### config.mk
export PLATFORM = sky130hd
export DESIGN_NAME = link_tx_queue_flat
export DESIGN_NICKNAME = d
export VERILOG_FILES = /design/src/rtl/link_tx_queue_pkg.sv /design/src/rtl/link_tx_queue_if.sv /design/src/rtl/msg_fifo.sv /design/src/rtl/link_tx_queue.sv /design/src/flat_wrapper.sv
export SDC_FILE = /design/constraint.sdc
export NUM_CORES = 1
export LEC_CHECK = 0
export CAP_MARGIN = 10
export CORE_ASPECT_RATIO = 1.1
export CORE_UTILIZATION = 63
export DETAILED_ROUTE_END_ITERATION = 8
export DONT_BUFFER_PORTS = 1
export PLACE_DENSITY = 0.75
export REMOVE_ABC_BUFFERS = 1
export SYNTH_ARGS = -nofsm -noshare
export SYNTH_HDL_FRONTEND = slang
export SYNTH_SLANG_ARGS = --single-unit
### constraint.sdc
create_clock -name clock -period 3.2 [get_ports clock]
set_clock_uncertainty 0.2 [all_clocks]
set_input_delay 0.64 -clock clock [delete_from_list [all_inputs] [get_ports clock]]
set_output_delay 0.64 -clock clock [all_outputs]
set_load 0.03 [all_outputs]
### src/rtl/link_tx_queue_pkg.sv
// Shared definitions for the link transmit queue: message width and FSM state encodings.
package link_tx_queue_pkg;

    localparam int MESSAGE_SIZE = 8;

    typedef enum logic [1:0] {
        LTQ_IDLE      = 2'd0,
        LTQ_ISSUE     = 2'd1,
        LTQ_WAIT_DONE = 2'd2
    } ltq_state_e;

    // Bits needed to hold the values 0..n-1, never less than one.
    function automatic int ltq_bits(input int n);
        return (n < 2) ? 1 : $clog2(n);
    endfunction

endpackage

### src/rtl/link_tx_queue_if.sv
// Host-side valid/ready push channel plus the send/data/done handshake toward the link block.
interface link_tx_queue_if #(
    parameter int MSG_W = link_tx_queue_pkg::MESSAGE_SIZE
);
    logic             in_valid;
    logic [MSG_W-1:0] in_data;
    logic             in_ready;
    logic             link_send;
    logic [MSG_W-1:0] link_data;
    logic             link_done;

    // master is the surrounding environment (host and link), slave is the queue
    modport master (
        output in_valid, in_data, link_done,
        input  in_ready, link_send, link_data
    );

    modport slave (
        input  in_valid, in_data, link_done,
        output in_ready, link_send, link_data
    );
endinterface

### src/rtl/msg_fifo.sv
// Synchronous message FIFO with head-of-queue data out; shared by the TX and RX message paths.
module msg_fifo #(
    parameter int WIDTH = 8,
    parameter int DEPTH = 8
) (
    input  logic                       clock,
    input  logic                       reset,
    input  logic                       push,
    input  logic                       pop,
    input  logic [WIDTH-1:0]           push_data,
    output logic [WIDTH-1:0]           head_data,
    output logic                       full,
    output logic                       empty,
    output logic [$clog2(DEPTH+1)-1:0] count
);
    localparam int AW = $clog2(DEPTH);
    localparam int CW = $clog2(DEPTH + 1);
    localparam logic [CW-1:0] COUNT_FULL = CW'(DEPTH);

    logic [WIDTH-1:0] mem [DEPTH];
    logic [AW-1:0]    head;
    logic [AW-1:0]    tail;
    logic             do_push;
    logic             do_pop;

    assign full      = (count == COUNT_FULL);
    assign empty     = (count == '0);
    assign do_push   = push && !full;
    assign do_pop    = pop && !empty;
    assign head_data = mem[head];

    // NOTE: state registers use <= so every flop samples pre-edge values regardless of statement order.
    always_ff @(posedge clock) begin
        if (reset) begin
            head  <= '0;
            tail  <= '0;
            count <= '0;
        end else begin
            if (do_push) tail <= tail + AW'(1);
            if (do_pop)  head <= head + AW'(1);
            case ({do_push, do_pop})
                2'b10:   count <= count + CW'(1);
                2'b01:   count <= count - CW'(1);
                default: count <= count;
            endcase
        end
    end

    // NOTE: storage has no reset; an entry is only read after it has been written.
    always_ff @(posedge clock) begin
        if (do_push) mem[tail] <= push_data;
    end

endmodule

### src/rtl/link_tx_queue.sv
// Transmit message queue feeding the link block: buffers host messages, issues them one at a time,
// retries on a missing transmit-done and drops the message after the retry budget is spent.
module link_tx_queue
    import link_tx_queue_pkg::*;
#(
    parameter int MSG_W          = MESSAGE_SIZE,
    parameter int DEPTH          = 8,
    parameter int TIMEOUT_CYCLES = 1000000,
    parameter int MAX_RETRY      = 3
) (
    input  logic                       clock,
    input  logic                       reset,
    link_tx_queue_if.slave             bus,
    output logic [$clog2(DEPTH+1)-1:0] count,
    output logic                       busy,
    output logic                       timeout_err,
    output logic [15:0]                sent_count
);
    localparam int TW = ltq_bits(TIMEOUT_CYCLES);
    localparam int RW = ltq_bits(MAX_RETRY + 1);
    localparam logic [TW-1:0] TIMER_LAST = TW'(TIMEOUT_CYCLES - 1);
    localparam logic [RW-1:0] RETRY_MAX  = RW'(MAX_RETRY);

    ltq_state_e       state, state_next;
    logic [TW-1:0]    timer, timer_next;
    logic [RW-1:0]    retry, retry_next;
    logic [MSG_W-1:0] link_data_q, link_data_next;
    logic             done_q;
    logic             done_rise;
    logic             complete;
    logic             drop;
    logic             full;
    logic             empty;
    logic [MSG_W-1:0] head_data;

    msg_fifo #(
        .WIDTH (MSG_W),
        .DEPTH (DEPTH)
    ) u_fifo (
        .clock     (clock),
        .reset     (reset),
        .push      (bus.in_valid),
        .pop       (complete || drop),
        .push_data (bus.in_data),
        .head_data (head_data),
        .full      (full),
        .empty     (empty),
        .count     (count)
    );

    assign done_rise     = bus.link_done && !done_q;
    assign bus.in_ready  = !full;
    assign bus.link_send = (state == LTQ_ISSUE);
    assign bus.link_data = link_data_q;
    assign busy          = (state != LTQ_IDLE) || !empty;

    // NOTE: every output of this block gets a default first so no path leaves one unassigned (no latches).
    always_comb begin
        state_next     = state;
        timer_next     = timer;
        retry_next     = retry;
        link_data_next = link_data_q;
        complete       = 1'b0;
        drop           = 1'b0;
        case (state)
            LTQ_IDLE: begin
                if (!empty) begin
                    link_data_next = head_data;
                    timer_next     = '0;
                    state_next     = LTQ_ISSUE;
                end
            end
            LTQ_ISSUE: begin
                timer_next = '0;
                state_next = LTQ_WAIT_DONE;
            end
            LTQ_WAIT_DONE: begin
                // A done edge on the final timer cycle still counts as success.
                if (done_rise) begin
                    complete   = 1'b1;
                    retry_next = '0;
                    state_next = LTQ_IDLE;
                end else if (timer == TIMER_LAST) begin
                    if (retry < RETRY_MAX) begin
                        retry_next = retry + RW'(1);
                        state_next = LTQ_ISSUE;
                    end else begin
                        drop       = 1'b1;
                        retry_next = '0;
                        state_next = LTQ_IDLE;
                    end
                end else begin
                    timer_next = timer + TW'(1);
                end
            end
            default: state_next = LTQ_IDLE;
        endcase
    end

    always_ff @(posedge clock) begin
        if (reset) begin
            state       <= LTQ_IDLE;
            timer       <= '0;
            retry       <= '0;
            link_data_q <= '0;
            done_q      <= 1'b0;
            timeout_err <= 1'b0;
            sent_count  <= '0;
        end else begin
            state       <= state_next;
            timer       <= timer_next;
            retry       <= retry_next;
            link_data_q <= link_data_next;
            done_q      <= bus.link_done;
            timeout_err <= drop;
            if (complete) sent_count <= sent_count + 16'd1;
        end
    end

endmodule
### src/flat_wrapper.sv
// flat-port wrapper written by rule: the top's interface ports become plain ports
module link_tx_queue_flat import link_tx_queue_pkg::*;
#(
    parameter int MSG_W          = MESSAGE_SIZE,
    parameter int DEPTH          = 8,
    parameter int TIMEOUT_CYCLES = 1000000,
    parameter int MAX_RETRY      = 3
)
  (clock, reset, count, busy, timeout_err, sent_count, bus_in_valid, bus_in_data, bus_link_done, bus_in_ready, bus_link_send, bus_link_data);
  link_tx_queue_if #(.MSG_W(MSG_W)) bus_i ();
  input  logic clock;
  input  logic reset;
  output logic [$clog2(DEPTH+1)-1:0] count;
  output logic busy;
  output logic timeout_err;
  output logic [15:0] sent_count;
  input wire logic [$bits(bus_i.in_valid)-1:0] bus_in_valid;
  input wire logic [$bits(bus_i.in_data)-1:0] bus_in_data;
  input wire logic [$bits(bus_i.link_done)-1:0] bus_link_done;
  output wire logic [$bits(bus_i.in_ready)-1:0] bus_in_ready;
  output wire logic [$bits(bus_i.link_send)-1:0] bus_link_send;
  output wire logic [$bits(bus_i.link_data)-1:0] bus_link_data;
  assign bus_i.in_valid = bus_in_valid;
  assign bus_i.in_data = bus_in_data;
  assign bus_i.link_done = bus_link_done;
  assign bus_in_ready = bus_i.in_ready;
  assign bus_link_send = bus_i.link_send;
  assign bus_link_data = bus_i.link_data;
  link_tx_queue #(.MSG_W(MSG_W), .DEPTH(DEPTH), .TIMEOUT_CYCLES(TIMEOUT_CYCLES), .MAX_RETRY(MAX_RETRY)) u_core (.clock(clock), .reset(reset), .bus(bus_i), .count(count), .busy(busy), .timeout_err(timeout_err), .sent_count(sent_count));
endmodule
==> results.sh, run 1 <==
export IMPL_viasPerCell=6.043
export IMPL_critical_path_max_stage_delay_ps=360
export IMPL_hold_class="in -> reg"
export IMPL_worst_slack_ps=315.4
export IMPL_required_ps=3440
export IMPL_netlist_area_sq_mm=0.005278
export IMPL_cp_top_family="simple AND/OR/NAND/NOR gates"
export IMPL_portBuffers=0
export IMPL_status="complete, no violations"
export IMPL_final_setup_viol_count=0
export IMPL_grt_usage=0.2705
export IMPL_die_y_um=98.00
export IMPL_cts_tree="yes"
export IMPL_finalHoldViolations=0
export IMPL_slew_limit_headroom=0.2555
export IMPL_ys_ff_latch=124
export IMPL_initial_core_util=0.6599
export IMPL_synth_seq_area_share=0.5917
export IMPL_clock_root_buffer="clkbuf_8"
export IMPL_routabilityCongestion=0.7994
export IMPL_criticalPathCategory="reg -> reg"
export IMPL_max_cap_violations=0
export IMPL_cts_path_max_buffers=2
export IMPL_whs_ps=79.72
export IMPL_diodes=0
export IMPL_crit_slowest_cell="dfxtp_1"
export IMPL_yosysWarnings=0
export IMPL_antenna_found_initial=0
export IMPL_dp_slack_ps=346.1
export IMPL_path_common_cell="ha_1"
export IMPL_path_buf_inv=0
export IMPL_syn_area_per_cell_sq_um=12.22
export IMPL_post_dp_hpwl_um=6363
export IMPL_synthCells=432
export IMPL_crit_arrival_ps=3120
export IMPL_cts_resized=0
export IMPL_fin_area_sq_mm=0.006166
export IMPL_place_area_sq_mm=0.005445
export IMPL_fin_util=0.7710
export IMPL_grt_max_degree=32
export IMPL_grt_overflow=0
export IMPL_power_leakage_nw=2.018
export IMPL_final_nets=482
export IMPL_clk_latency_ps=520
export IMPL_synth_edf_count=64
export IMPL_clock_sinks=124
export IMPL_area_growth_syn_to_layout_pct=16.83
export IMPL_cellPowerDensity_mw_per_mm2=650.2
export IMPL_dr_first_iter_drc_count=187
export IMPL_path_cells="ha_1, nand2_2, nor4_4, a31oi_2, nor2_1, ha_1, ha_1, a21o_1, a21oi_1, xnor2_1, or3_1, a21oi_1"
export IMPL_core_area_sq_mm=0.007998
export IMPL_layout_drive_gt1_share=0.1730
export IMPL_slew_violations=0
export IMPL_drt_pass1_iter_count=4
export IMPL_die_w_um=89.27
export IMPL_ys_flop_type="edfxtp_1"
export IMPL_grt_pass1_vias=3491
export IMPL_drt_total_wl_um=11110
export IMPL_fmax_ghz=0.3467
export IMPL_clk_pin_slew_worst_paths_ps=60
export IMPL_fin_crit_sh=0.9014
export IMPL_fin_setup_tns_ps=0
export IMPL_worst_slew_pin_slew_ps=1111
export IMPL_via_count=3517
export IMPL_antenna_left=0
export IMPL_grt_pass1_wl_um=17070
export IMPL_post_route_min_period_ps=2885
export IMPL_fp_dieArea_sq_mm=0.008748
export IMPL_cts_buffers=17
export IMPL_drcViolationCount=0
export IMPL_ir_drop_uv=551.0
export IMPL_end_kind="flip-flop"
export IMPL_synth_distinct_cells=54
export IMPL_wire_per_inst_um=19.09
export IMPL_start_kind="flip-flop"
export IMPL_grt_setup_unrepaired="no"
export IMPL_num_rows=34
export IMPL_htreeDepth=4
export IMPL_crit_fanout=7
export IMPL_io_pins=44
export IMPL_synthArstFlopShare=0
[cells in the mapped netlist (9+ instances only)]
| cell type | n | area, sq um |
|---|---|---|
| a21oi_1 | 35 | 175.2 |
| clkbuf_1 | 10 | 37.54 |
| dfxtp_1 | 60 | 1201 |
| edfxtp_1 | 64 | 1922 |
| inv_1 | 11 | 41.29 |
| mux2i_1 | 9 | 90.09 |
| mux4_2 | 16 | 360.4 |
| nand2_1 | 22 | 82.58 |
| nand3_1 | 13 | 65.06 |
| nor2_1 | 39 | 146.4 |
| nor3_1 | 11 | 55.05 |
| o21ai_0 | 19 | 95.09 |
| or3_1 | 19 | 118.9 |
| xnor2_1 | 11 | 96.34 |
[cells by family after synthesis]
kind of cell    share of synthesized area
flops                              0.5917
xor+xnor                          0.02821
compound gates                    0.08203
mux                               0.08535
buf+inv                           0.02584
simple gates                       0.1641
fa+ha+maj                         0.02276
[power breakdown]
group / internal [mW] / switching, mW / leakage (nW)
Clock: 1.14 / 0.762 / 0.290
Combinational: 0.0947 / 0.206 / 0.660
Sequential: 1.73 / 0.0833 / 1.07
Total: 2.96 / 1.05 / 2.02
[stage by stage]
stage               power [mW]  instances
floorplan                2.017        413
global placement         2.094        538
detailed placement       2.102        538
CTS                      3.997        573
global route             4.148        582
finish                   4.009        582
[final timing paths]
check / start / endpoint / slack [ps] / depth (start not counted)
setup / recovery: u_core.timer[0] / u_core.u_fifo.count[3] / 320 / 12
setup reg to reg: u_core.timer[0] / u_core.u_fifo.count[3] / 320 / 12
hold reg to reg: u_core.timer[1] / u_core.timer[1] / 290 / 2
hold / removal: bus_link_done / u_core.done_q / 80 / 1
[flip-flops by register name, indices dropped and copies added (netlist names), 3 cells and up]
name and flops:
u_core.bus.link_data 8, u_core.sent_count 16, u_core.timer 20, u_core.u_fifo.count 4, u_core.u_fifo.head 3, u_core.u_fifo.mem 64, u_core.u_fifo.tail 3
[metal layers]
layer | vias to the layer above | track usage | wire length, um
met5 | - | 0 | 0
met4 | 0 | 0.1148 | 250
met3 | 22 | 0.09721 | 732
met2 | 106 | 0.4451 | 5816
li1 | 1690 | - | -
met1 | 1699 | 0.3170 | 4312
[layout by cell type (no fill, tap or decap), types with 13 or more instances in the layout]
master	netlist	routed
dfxtp_1	60	60
a21oi_1	35	35
edfxtp_1	64	64
mux4_2	16	16
o21ai_0	19	19
nor2_1	39	39
nand2_1	22	22
nand3_1	13	13
or3_1	19	19
buf_4	3	17
clkbuf_16	0	16
[area by class of cell]
cell class | count | area, sq um
flip-flops and latches | 124 | 3123
multi-input cells | 278 | 2018
fillers | 517 | 1832
clock buffers | 17 | 414.1
repair buffers | 29 | 257.7
clock inverters | 15 | 176.4
well taps | 108 | 135.1
inverters | 11 | 41.29
[repair_timing]
item | in CTS | in global routing
buffers inserted | 0 | 0
hold endpoints to repair | 28 | 63
hold buffers | 3 | 9
(Power assumes the default switching activity.)
==> inputs of run 2 (changes only) <==
SLEW_MARGIN = 20   (was not set)
==> run 2 against run 1 <==
Against the previous run:
- flip-flop and latch count stayed put
- first-iteration DRC count is 0.53% higher
- power hardly changed
- clock power hardly changed
- die area stayed put
- setup slack worse by 21 ps
- non-clock buffer count stayed put
- routed wire length is 0.12% lower
- via count is 0.20% higher
- utilization is 0.078 points higher
- highest routed layer unchanged
==> results.sh, run 2 (synthesis gave the netlist of run 1 again) <==
export IMPL_cts_resized=0
export IMPL_ir_drop_uv=550.9
export IMPL_via_count=3524
export IMPL_viasPerCell=6.055
export IMPL_cts_tree="yes"
export IMPL_clk_pin_slew_worst_paths_ps=60
export IMPL_cts_path_max_buffers=2
export IMPL_place_area_sq_mm=0.005445
export IMPL_diodes=0
export IMPL_wire_per_inst_um=19.07
export IMPL_end_kind="flip-flop"
export IMPL_area_growth_syn_to_layout_pct=16.95
export IMPL_core_area_sq_mm=0.007998
export IMPL_slew_violations=0
export IMPL_grt_overflow=0
export IMPL_dr_first_iter_drc_count=188
export IMPL_clk_latency_ps=510
export IMPL_criticalPathCategory="reg -> reg"
export IMPL_finalHoldViolations=0
export IMPL_fmax_ghz=0.3441
export IMPL_fp_dieArea_sq_mm=0.008748
export IMPL_p_int_mw=2.959
export IMPL_totalPowerFinal_mw=4.013
export IMPL_num_rows=34
export IMPL_grt_usage=0.2705
export IMPL_most_common_layout_cells="edfxtp_1, dfxtp_1, nor2_1, a21oi_1, nand2_1"
export IMPL_required_ps=3440
export IMPL_grt_setup_unrepaired="no"
export IMPL_initial_core_util=0.6599
export IMPL_largest_reg_flops=64
export IMPL_power_frac_seq=0.451
export IMPL_antenna_left=0
export IMPL_io_pins=44
export IMPL_cellPowerDensity_mw_per_mm2=650.1
export IMPL_final_setup_viol_count=0
export IMPL_post_dp_hpwl_um=6363
export IMPL_combPwrFrac=0.076
export IMPL_dp_slack_ps=346.1
export IMPL_crit_fanout=7
export IMPL_crit_arrival_ps=3150
export IMPL_final_nets=482
export IMPL_die_w_um=89.27
export IMPL_slew_limit_headroom=0.2996
export IMPL_status="complete, no violations"
export IMPL_post_route_min_period_ps=2906
export IMPL_antenna_found_initial=0
export IMPL_drt_total_wl_um=11100
export IMPL_mostFrequentLayoutCell="edfxtp_1"
export IMPL_cts_setup_buffers=0
export IMPL_clkPwrFrac=0.473
export IMPL_nFillCells=516
export IMPL_whs_ps=81.32
export IMPL_netSwitchingPower_mw=1.053
export IMPL_fin_area_sq_mm=0.006172
export IMPL_worst_slew_pin_slew_ps=1044
export IMPL_worst_slack_ps=294.1
export IMPL_layoutNonFillerInstCount=582
export IMPL_cts_buffers=17
export IMPL_max_cap_violations=0
export IMPL_routabilityCongestion=0.7994
export IMPL_portBuffers=0
export IMPL_hold_class="in -> reg"
export IMPL_grt_max_degree=32
export IMPL_largest_register="u_core.u_fifo.mem"
export IMPL_grt_pass1_wl_um=17070
export IMPL_drcViolationCount=0
export IMPL_htreeDepth=4
export IMPL_ctsHoldBuffers=3
export IMPL_largestRegisters="u_core.u_fifo.mem x64, u_core.timer x20, u_core.sent_count x16"
export IMPL_fin_crit_sh=0.9081
export IMPL_fin_util=0.7717
export IMPL_clock_sinks=124
export IMPL_power_leakage_nw=2.016
export IMPL_grt_pass1_vias=3491
export IMPL_place_inst=538
export IMPL_die_y_um=98.00
export IMPL_clock_root_buffer="clkbuf_8"
export IMPL_drt_pass1_iter_count=4
export IMPL_swShare=0.2625
export IMPL_layout_drive_gt1_share=0.1730
export IMPL_start_kind="flip-flop"
export IMPL_fin_setup_tns_ps=0
==> run 2: cell counts in the layout (fill, tap and decap cells not counted) <==
Identical to the previous run, type by type.
==> run 2: final timing paths <==
path | startpoint | endpoint | slack [ps] | depth (start not counted)
min reg2reg | u_core.timer[1] | u_core.timer[1] | 290 | 2
min | bus_link_done | u_core.done_q | 80 | 1
max | u_core.u_fifo.count[3] | u_core.u_fifo.count[3] | 290 | 10
max reg2reg | u_core.u_fifo.count[3] | u_core.u_fifo.count[3] | 290 | 10
==> run 2: layout make-up <==
class                           instances  area, sq um  area share
Multi-Input combinational cell        278         2024      0.3280
Tap cell                              108        135.1     0.02189
Timing Repair Buffer                   29        257.7     0.04176
Sequential cell                       124         3123      0.5060
Clock buffer                           17        414.1     0.06710
Clock inverter                         15        176.4     0.02858
Inverter                               11        41.29    0.006690
==> run 2: critical path, stage by stage (launching register included) <==
cell and delay, ps:
dfxtp_1 320, nor4_2 530, or2_0 350, nor2_1 100
ha_1 220, ha_1 270, a21o_1 170, a21oi_1 160
xnor2_1 90, or3_1 300, a21oi_1 130
==> run 2: power groups by stage <==
stage	clock, mW	sequential [mW]	combinational, mW
after floorplan	0	1.84	0.178
after global placement	0	1.84	0.256
after detailed placement	0	1.84	0.262
after CTS	1.90	1.81	0.284
after global routing	2.00	1.82	0.333
final	1.90	1.81	0.304
==> run 2: metal layers <==
| layer | wire length, um | vias up | GRT usage |
|---|---|---|---|
| li1 | - | 1689 | - |
| met1 | 4322 | 1712 | 0.3170 |
| met2 | 5826 | 100 | 0.4451 |
| met3 | 688 | 23 | 0.09721 |
| met4 | 261 | 0 | 0.1148 |
| met5 | 0 | - | 0 |
==> inputs of run 3 (changes only) <==
CAP_MARGIN = not set   (was 10)
CTS_CLUSTER_DIAMETER = 40   (was not set)
SLEW_MARGIN = 25   (was 20)
==> run 3 against run 2 <==
Against the previous run:
- combinational power rose by 1%
- routed wire length increased by 1.0%
- critical path depth unchanged
- highest routed layer unchanged
==> results.sh, run 3 (synthesis gave the netlist of run 1 again) <==
export IMPL_fmax_ghz=0.3431
export IMPL_antenna_found_initial=0
export IMPL_status="complete, no violations"
export IMPL_viasPerCell=6.079
export IMPL_final_nets=482
export IMPL_slew_limit_headroom=0.5119
export IMPL_totalPowerFinal_mw=4.024
export IMPL_clock_root_buffer="clkbuf_8"
export IMPL_grt_overflow=0
export IMPL_power_leakage_nw=2.020
export IMPL_largestRegisters="u_core.u_fifo.mem x64, u_core.timer x20, u_core.sent_count x16"
export IMPL_ir_drop_uv=554.2
export IMPL_largest_reg_flops=64
export IMPL_grt_pass1_vias=3491
export IMPL_io_pins=44
export IMPL_cts_tree="yes"
export IMPL_criticalPathCategory="reg -> reg"
export IMPL_required_ps=3450
export IMPL_final_setup_viol_count=0
export IMPL_dr_first_iter_drc_count=214
export IMPL_cts_buffers=17
export IMPL_largest_register="u_core.u_fifo.mem"
export IMPL_clock_sinks=124
export IMPL_worst_slack_ps=285.5
export IMPL_drt_pass1_iter_count=5
export IMPL_die_w_um=89.27
export IMPL_htreeDepth=4
export IMPL_initial_core_util=0.6599
export IMPL_num_rows=34
export IMPL_fin_crit_sh=0.9108
export IMPL_drcViolationCount=0
export IMPL_cp_top_family="simple AND/OR/NAND/NOR gates"
export IMPL_critical_path_max_stage_delay_ps=540
export IMPL_end_kind="flip-flop"
export IMPL_finalHoldViolations=0
export IMPL_crit_slowest_cell="nor4_2"
export IMPL_start_kind="flip-flop"
export IMPL_portBuffers=0
export IMPL_crit_fanout=7
export IMPL_clk_pin_slew_worst_paths_ps=60
export IMPL_via_count=3538
export IMPL_routabilityCongestion=0.7994
export IMPL_multiInputGateArea_sq_mm=0.002049
export IMPL_cts_setup_buffers=0
export IMPL_crit_arrival_ps=3160
export IMPL_clk_latency_ps=520
export IMPL_slew_violations=0
export IMPL_dp_slack_ps=346.1
export IMPL_mostFrequentLayoutCell="edfxtp_1"
export IMPL_grt_usage=0.2705
export IMPL_path_cells="nor4_2, or2_0, nor2_1, ha_1, ha_1, a21o_1, a21oi_1, xnor2_1, or3_1, a21oi_1"
export IMPL_cts_path_max_buffers=2
export IMPL_die_y_um=98.00
export IMPL_grt_setup_unrepaired="no"
export IMPL_post_dp_hpwl_um=6363
export IMPL_most_common_layout_cells="edfxtp_1, dfxtp_1, nor2_1, a21oi_1, nand2_1"
export IMPL_post_route_min_period_ps=2914
export IMPL_nFillCells=511
export IMPL_hold_class="in -> reg"
export IMPL_area_growth_syn_to_layout_pct=17.43
export IMPL_path_buf_inv=0
export IMPL_wire_per_inst_um=19.27
export IMPL_antenna_left=0
export IMPL_register_area_sq_mm=0.003123
export IMPL_fp_dieArea_sq_mm=0.008748
export IMPL_drt_total_wl_um=11220
export IMPL_grt_max_degree=32
export IMPL_fin_setup_tns_ps=0
export IMPL_max_cap_violations=0
export IMPL_worst_slew_pin_slew_ps=729.5
export IMPL_cellPowerDensity_mw_per_mm2=649.3
export IMPL_grt_pass1_wl_um=17070
export IMPL_layout_drive_gt1_share=0.1772
export IMPL_fin_util=0.7749
export IMPL_core_area_sq_mm=0.007998
export IMPL_diodes=0
## run 3: per-layer routing
layer  GRT usage  share of wire  vias up
met3     0.09721          0.056       24
met2      0.4451           0.53      104
met5           0              0        -
met4      0.1148          0.022        0
met1      0.3170           0.40     1717
li1            -              -     1693
## run 3: final timing paths
path / startpoint / end / slack, ps / cells after the start
setup / recovery: u_core.u_fifo.count[3] / u_core.u_fifo.count[3] / 290 / 10
hold / removal: bus_link_done / u_core.done_q / 70 / 1
setup reg to reg: u_core.u_fifo.count[3] / u_core.u_fifo.count[3] / 290 / 10
hold reg to reg: u_core.timer[1] / u_core.timer[1] / 290 / 2
## run 3: metrics by stage
stage | hold slack, ps | cells | area, sq um
finish | 71.41 | 582 | 6197
global placement | 245.0 | 538 | 5445
detailed placement | 267.6 | 538 | 5445
floorplan | 237.9 | 413 | 5182
CTS | 5.887 | 573 | 6076
global route | 75.79 | 582 | 6197
## run 3: area by class of cell
type,instances,area share
clock buffers,17,0.06683
well taps,108,0.02181
clock inverters,15,0.02847
inverters,11,0.006663
repair buffers,29,0.04159
multi-input cells,278,0.3307
flip-flops and latches,124,0.5039
## run 3: what timing repair did
item / 4_1_cts / 5_1_grt
resized for setup: 0 / 2
setup endpoints to repair: 0 / 1
endpoints found under the hold margin: 28 / 63
hold buffers: 3 / 9
## run 3: power breakdown
part / leakage, nW / internal [mW] / switching, mW
Clock: 0.290 / 1.14 / 0.768
Combinational: 0.663 / 0.0989 / 0.209
Sequential: 1.07 / 1.73 / 0.0843
## run 3: worst reg2reg max path: stages, from the launching register on
cell     delay, ps
dfxtp_1        320
nor4_2         540
or2_0          350
nor2_1         100
ha_1           220
ha_1           270
a21o_1         170
a21oi_1        160
xnor2_1         90
or3_1          300
a21oi_1        130
